<file path="config.mk">
export PLATFORM = sky130hd
export DESIGN_NAME = call_scheduler
export DESIGN_NICKNAME = d
export VERILOG_FILES = /design/src/rtl/elevator_pkg.sv /design/src/rtl/door_timer.sv /design/src/rtl/call_scheduler.sv
export SDC_FILE = /design/constraint.sdc
export NUM_CORES = 1
export LEC_CHECK = 0
export ABC_CLOCK_PERIOD_IN_PS = 2100
export BUFFER_PORTS_ARGS = -buffer_cell sky130_fd_sc_hd__buf_2
export CELL_PAD_IN_SITES_DETAIL_PLACEMENT = 1
export CELL_PAD_IN_SITES_GLOBAL_PLACEMENT = 1
export CORE_MARGIN = 2
export CORE_UTILIZATION = 40
export DETAILED_ROUTE_END_ITERATION = 10
export HOLD_SLACK_MARGIN = 0.05
export PLACE_DENSITY = 0.8
export SYNTH_ARGS = -nofsm -noshare
export SYNTH_HDL_FRONTEND = slang
export SYNTH_SLANG_ARGS = --single-unit
export TNS_END_PERCENT = 20
</file>
<file path="constraint.sdc">
create_clock -name clk -period 2.1 [get_ports clk]
set_input_delay 0.42 -clock clk [delete_from_list [all_inputs] [get_ports clk]]
set_output_delay 0.42 -clock clk [all_outputs]
set_load 0.01 [all_outputs]
</file>
<file path="src/rtl/elevator_pkg.sv">
package elevator_pkg;

  localparam logic [1:0] F1 = 2'b00;
  localparam logic [1:0] F2 = 2'b01;
  localparam logic [1:0] F3 = 2'b10;

  localparam logic DIR_UP   = 1'b1;
  localparam logic DIR_DOWN = 1'b0;

  typedef enum logic [1:0] {
    ST_IDLE,
    ST_OPEN,
    ST_MOVING,
    ST_HALT
  } state_e;

  // True when some pending call lies strictly beyond `floor` in direction `dir`.
  function automatic logic pending_ahead(input logic [2:0] leds,
                                         input logic [1:0] floor,
                                         input logic       dir);
    logic [2:0] above;
    logic [2:0] below;
    case (floor)
      F1:      begin above = 3'b110; below = 3'b000; end
      F2:      begin above = 3'b100; below = 3'b001; end
      default: begin above = 3'b000; below = 3'b011; end
    endcase
    return (dir == DIR_UP) ? |(leds & above) : |(leds & below);
  endfunction

endpackage

</file>
<file path="src/rtl/door_timer.sv">
module door_timer #(
  parameter int unsigned TICKS = 4
) (
  input  logic clk_i,
  input  logic rst_i,
  input  logic load_i,
  input  logic dec_i,
  output logic expired_o
);

  localparam int unsigned W = $clog2(TICKS + 1);

  logic [W-1:0] cnt_q;

  always_ff @(posedge clk_i or posedge rst_i) begin
    if (rst_i) begin
      cnt_q <= '0;
    end else if (load_i) begin
      cnt_q <= W'(TICKS);
    end else if (dec_i && (cnt_q != '0)) begin
      cnt_q <= cnt_q - W'(1);
    end
  end

  assign expired_o = (cnt_q == W'(1));

endmodule

</file>
<file path="src/rtl/call_scheduler.sv">
module call_scheduler
  import elevator_pkg::*;
#(
  parameter int unsigned DOOR_TICKS = 4
) (
  input  logic       clk,
  input  logic       reset,
  input  logic       button1,
  input  logic       button2,
  input  logic       button3,
  input  logic       sos_mode,
  input  logic       weight_limit_exceeded,
  input  logic       step_ack,
  output logic       led1,
  output logic       led2,
  output logic       led3,
  output logic [1:0] cur_floor,
  output logic       step_req,
  output logic       step_dir,
  output logic       moving,
  output logic       door_open
);

  state_e     state_q, state_d;
  logic [1:0] floor_q, floor_d;
  logic       dir_q, dir_d;
  logic [2:0] led_q, led_d;
  logic       req_q, req_d;
  logic       sdir_q, sdir_d;
  logic       moving_q, door_q;

  logic       t_load, t_dec, t_expired;
  logic [2:0] btn, cur_oh, nxt_oh, arrive_calls;
  logic [1:0] nxt_floor;
  logic       cur_press, new_dir;

  assign btn          = {button3, button2, button1};
  assign cur_oh       = 3'b001 << floor_q;
  assign cur_press    = |(btn & cur_oh);
  assign nxt_floor    = (sdir_q == DIR_UP) ? floor_q + 2'd1 : floor_q - 2'd1;
  assign nxt_oh       = 3'b001 << nxt_floor;
  // A press landing together with the ack at that floor is treated as already served.
  assign arrive_calls = led_q | btn;
  assign new_dir      = pending_ahead(led_q, floor_q, dir_q) ? dir_q : ~dir_q;

  door_timer #(.TICKS(DOOR_TICKS)) u_door_timer (
    .clk_i     (clk),
    .rst_i     (reset),
    .load_i    (t_load),
    .dec_i     (t_dec),
    .expired_o (t_expired)
  );

  always_comb begin
    state_d = state_q;
    floor_d = floor_q;
    dir_d   = dir_q;
    led_d   = led_q;
    req_d   = req_q;
    sdir_d  = sdir_q;
    t_load  = 1'b0;
    t_dec   = 1'b0;
    case (state_q)
      ST_IDLE: begin
        led_d = led_q | (btn & ~cur_oh);
        if (sos_mode) begin
          state_d = ST_HALT;
        end else if (weight_limit_exceeded || cur_press) begin
          state_d = ST_OPEN;
          t_load  = 1'b1;
        end else if (|led_q) begin
          dir_d   = new_dir;
          sdir_d  = new_dir;
          req_d   = 1'b1;
          state_d = ST_MOVING;
        end
      end
      ST_MOVING: begin
        led_d = arrive_calls;
        if (step_ack) begin
          floor_d = nxt_floor;
          if (|(arrive_calls & nxt_oh)) begin
            led_d   = arrive_calls & ~nxt_oh;
            req_d   = 1'b0;
            state_d = ST_OPEN;
            t_load  = 1'b1;
          end else if (sos_mode) begin
            req_d   = 1'b0;
            state_d = ST_HALT;
          end
        end
      end
      ST_OPEN: begin
        led_d = led_q | (btn & ~cur_oh);
        if (weight_limit_exceeded || cur_press) begin
          t_load = 1'b1;
        end else begin
          t_dec = 1'b1;
          if (t_expired) begin
            state_d = sos_mode ? ST_HALT : ST_IDLE;
          end
        end
      end
      ST_HALT: begin
        if (!sos_mode) begin
          state_d = ST_IDLE;
        end
      end
      default: state_d = ST_IDLE;
    endcase
  end

  always_ff @(posedge clk or posedge reset) begin
    if (reset) begin
      state_q  <= ST_IDLE;
      floor_q  <= F1;
      dir_q    <= DIR_UP;
      led_q    <= '0;
      req_q    <= 1'b0;
      sdir_q   <= DIR_DOWN;
      moving_q <= 1'b0;
      door_q   <= 1'b0;
    end else begin
      state_q  <= state_d;
      floor_q  <= floor_d;
      dir_q    <= dir_d;
      led_q    <= led_d;
      req_q    <= req_d;
      sdir_q   <= sdir_d;
      moving_q <= (state_d == ST_MOVING);
      door_q   <= (state_d == ST_OPEN) || (state_d == ST_HALT);
    end
  end

  assign led1      = led_q[0];
  assign led2      = led_q[1];
  assign led3      = led_q[2];
  assign cur_floor = floor_q;
  assign step_req  = req_q;
  assign step_dir  = sdir_q;
  assign moving    = moving_q;
  assign door_open = door_q;

  assert property (@(posedge clk) disable iff (reset)
    req_q |-> !((sdir_q == DIR_UP && floor_q == F3) || (sdir_q == DIR_DOWN && floor_q == F1)));

  assert property (@(posedge clk) disable iff (reset) floor_q != 2'b11);

endmodule

</file>
==> reports/metrics.yaml <==
status: "completed"
muxShareOfSynthArea: 0.0283
drc: 0
total_leakage_power_nw: 0.479
synthSimpleGateAreaFrac: 0.143
cts_sinks: 14
cts_buffers: 3
grt_max_degree: 15
num_antenna_cells: 0
dp_cells: 136
synth_flop_cell: "dfrtp_1"
post-dp-hpwl_mm: 1.65
grt_antenna_before_repair: 0
path_max_fanout: 4
synth_top_family_by_area: "compound AO/OA/AOI/OAI gates"
ys_ff_latch: 14
final_common_cell: "buf_2"
htree_levels: 1
layoutNonFillerInstCount: 140
cts_buffer_depth: 2
die_x_um: 51.0
area_growth_pct: 17.6
cts_root_buffer: "clkbuf_4"
critPathLaunchType: "register"
drt_wl_total_mm: 2.12
dpl_cell_area_um2: 998
peakVddDrop_uv: 448
crit_buf_inv: 1
required_ns: 2.27
finalCritPeriodShare: 0.938
setup_viol: 0
synthArstFlopShare: 1.00
ant_nets: 0
post_cts_buffers: 0
critPathSlowestCell: "dfrtp_1"
crit_end: "u_door_timer.cnt_q[2]"
grt_use_total: 0.193
globalplace.congestion: 0.875
cp_top_family: "compound AO/OA/AOI/OAI gates"
nFillCells: 267
rr_startpoint: "cur_floor[1]"
fmax_ghz: 0.508
synth.top_cell.area_share: 0.368
die_area_um2: 2600
drv_cap: 0
worst_slack_ns: 0.131
syn_nets: 107
layout.nets: 127
syn_area_per_cell_um2: 9.50
worstSetupEndpointType: "register"
slew_headroom: 0.630
cp-startpoint: "cur_floor[1]"
final_area_um2: 1040
clock_skew_ns: 0.00781
grt_overflow: 0
insertion_delay_ns: 0.28
route.vias.total: 748
netlist_area_um2: 883
synthAdderAreaFrac: 0.0963
numPortBuffers: 16
start_util: 0.411
hold_violations: 0
final_util: 0.483
min_period_ns: 1.97
cp_num_cells: 7
cts_tree: "done"
maxSlewViolCount: 0
synth_xor_area_frac: 0.0397
die_h_um: 51.0
worstMarginPinSlew_ns: 0.554
avgRoutedWirePerCell_um: 15.1
critical_path_class: "reg -> reg"
grt_pass1_wl_mm: 3.68
dr.pass1.iters: 4
drive_gt1_frac: 0.259
core.rowCount: 17
ys_types: 37
clk_pin_slew_ns: 0.09
vias_per_cell: 5.34
reg2reg_to: "u_door_timer.cnt_q[2]"
crit_chain: "inv_1 > ha_1 > xnor2_1 > nor3_1 > o21ai_1 > nand2_1 > a211o_1"
core_um2: 2150
dpl_worst_slack_ns: 0.157
slowest_delay_ns: 0.41
ys_warn_count: 0
synth_edf_count: 0
yosysSeqAreaShare: 0.398
synth.area.top_cells: "dfrtp_1 37%, ha_1 8.5%, a21oi_1 4.5%"
synth-compound-area-share: 0.239
grt_pass1_vias: 767
pin_count: 17
drt_iter0_markers: 7
hold_slack_ns: 0.170
arrival_ns: 2.14
r2r_setup_slack_ns: 0.13
power_density_nw_per_um2: 758
ff2ff_path_depth: 7
layout_common_cells: "16 x buf_2, 13 x dfrtp_1, 10 x inv_1, 8 x a21oi_1, 7 x o21ai_0"
synth_area_leader_cell: "dfrtp_1"
hp-class: "in -> async"
synthesis.instances: 93
rsz0062_at_grt: "yes"
==> area by class of cell <==
type	instances	area [um2]	share of cell area
clock buffer	4	36.3	0.0349
inverter	11	41.3	0.0398
multi-input combinational	66	487	0.469
sequential	14	352	0.339
tap	28	35.0	0.0337
timing repair buffer	17	87.6	0.0843
==> through the flow <==
step	power [W]	TNS, ns
2_1_floorplan	0.000520	0
6_report	0.000787	0
4_1_cts	0.000796	0
3_3_place_gp	0.000573	0
3_5_place_dp	0.000597	0
5_1_grt	0.000853	-0.0190
==> synth_stat cells (all sizes together), types with 2 or more instances <==
| cell | n |
|---|---|
| dfrtp | 13 |
| inv | 11 |
| o21ai | 9 |
| a21oi | 8 |
| nor2 | 7 |
| ha | 6 |
| nand2 | 3 |
| nand2b | 3 |
| xnor2 | 3 |
| a211o | 2 |
| a21o | 2 |
| clkbuf | 2 |
| nand3 | 2 |
| nor3 | 2 |
| o22ai | 2 |
==> cell families after synthesis <==
kind of cell	Yosys count
and+or+nand+nor	22
DFF	14
buffers and inverters	13
xor gates and xnor gates	4
adders and majority gates	7
muxes	2
AOI/OAI and AO/OA	31
==> flip-flops by register name, indices dropped and copies added, names as in the netlist <==
signal	cells
cur_floor	2
led_q	3
step_req	1
step_dir	1
dir_q	1
u_door_timer.cnt_q	3
moving	1
state_q	2
==> how the worst min path moves through the flow <==
stage                                startpoint                    end  slack (ns)  cells after the start
after global placement    u_door_timer.cnt_q[2]  u_door_timer.cnt_q[2]        0.47                      1
after global routing                      reset             state_q[1]        0.20                      2
after floorplan                           reset           cur_floor[0]        0.31                      1
after detailed placement  u_door_timer.cnt_q[2]  u_door_timer.cnt_q[2]        0.49                      1
after CTS                                 reset  u_door_timer.cnt_q[0]        0.19                      2
final                                     reset  u_door_timer.cnt_q[0]        0.17                      2
==> report_power, final <==
group | internal (W) | switching (W) | total, W
logic | 0.000121 | 0.000151 | 0.000272
clock network | 0.000105 | 0.0000882 | 0.000194
registers | 0.000301 | 0.0000209 | 0.000322
total | 0.000527 | 0.000260 | 0.000787
==> metal layers <==
metal / GRT usage / wire length, um / vias to the layer above
li1: - / - / 364
met1: 0.265 / 983 / 366
met2: 0.294 / 1040 / 14
met3: 0.0380 / 76 / 4
met4: 0.0811 / 19 / 0
met5: 0 / 0 / -
==> repair_timing <==
| item | in CTS | in global routing |
|---|---|---|
| endpoints found under the setup margin | 0 | 2 |
| endpoints found under the hold margin | 0 | 0 |
| hold buffers | 0 | 0 |
| resized for setup | 0 | 1 |
No activity file was read; power rests on OpenSTA's default activity.
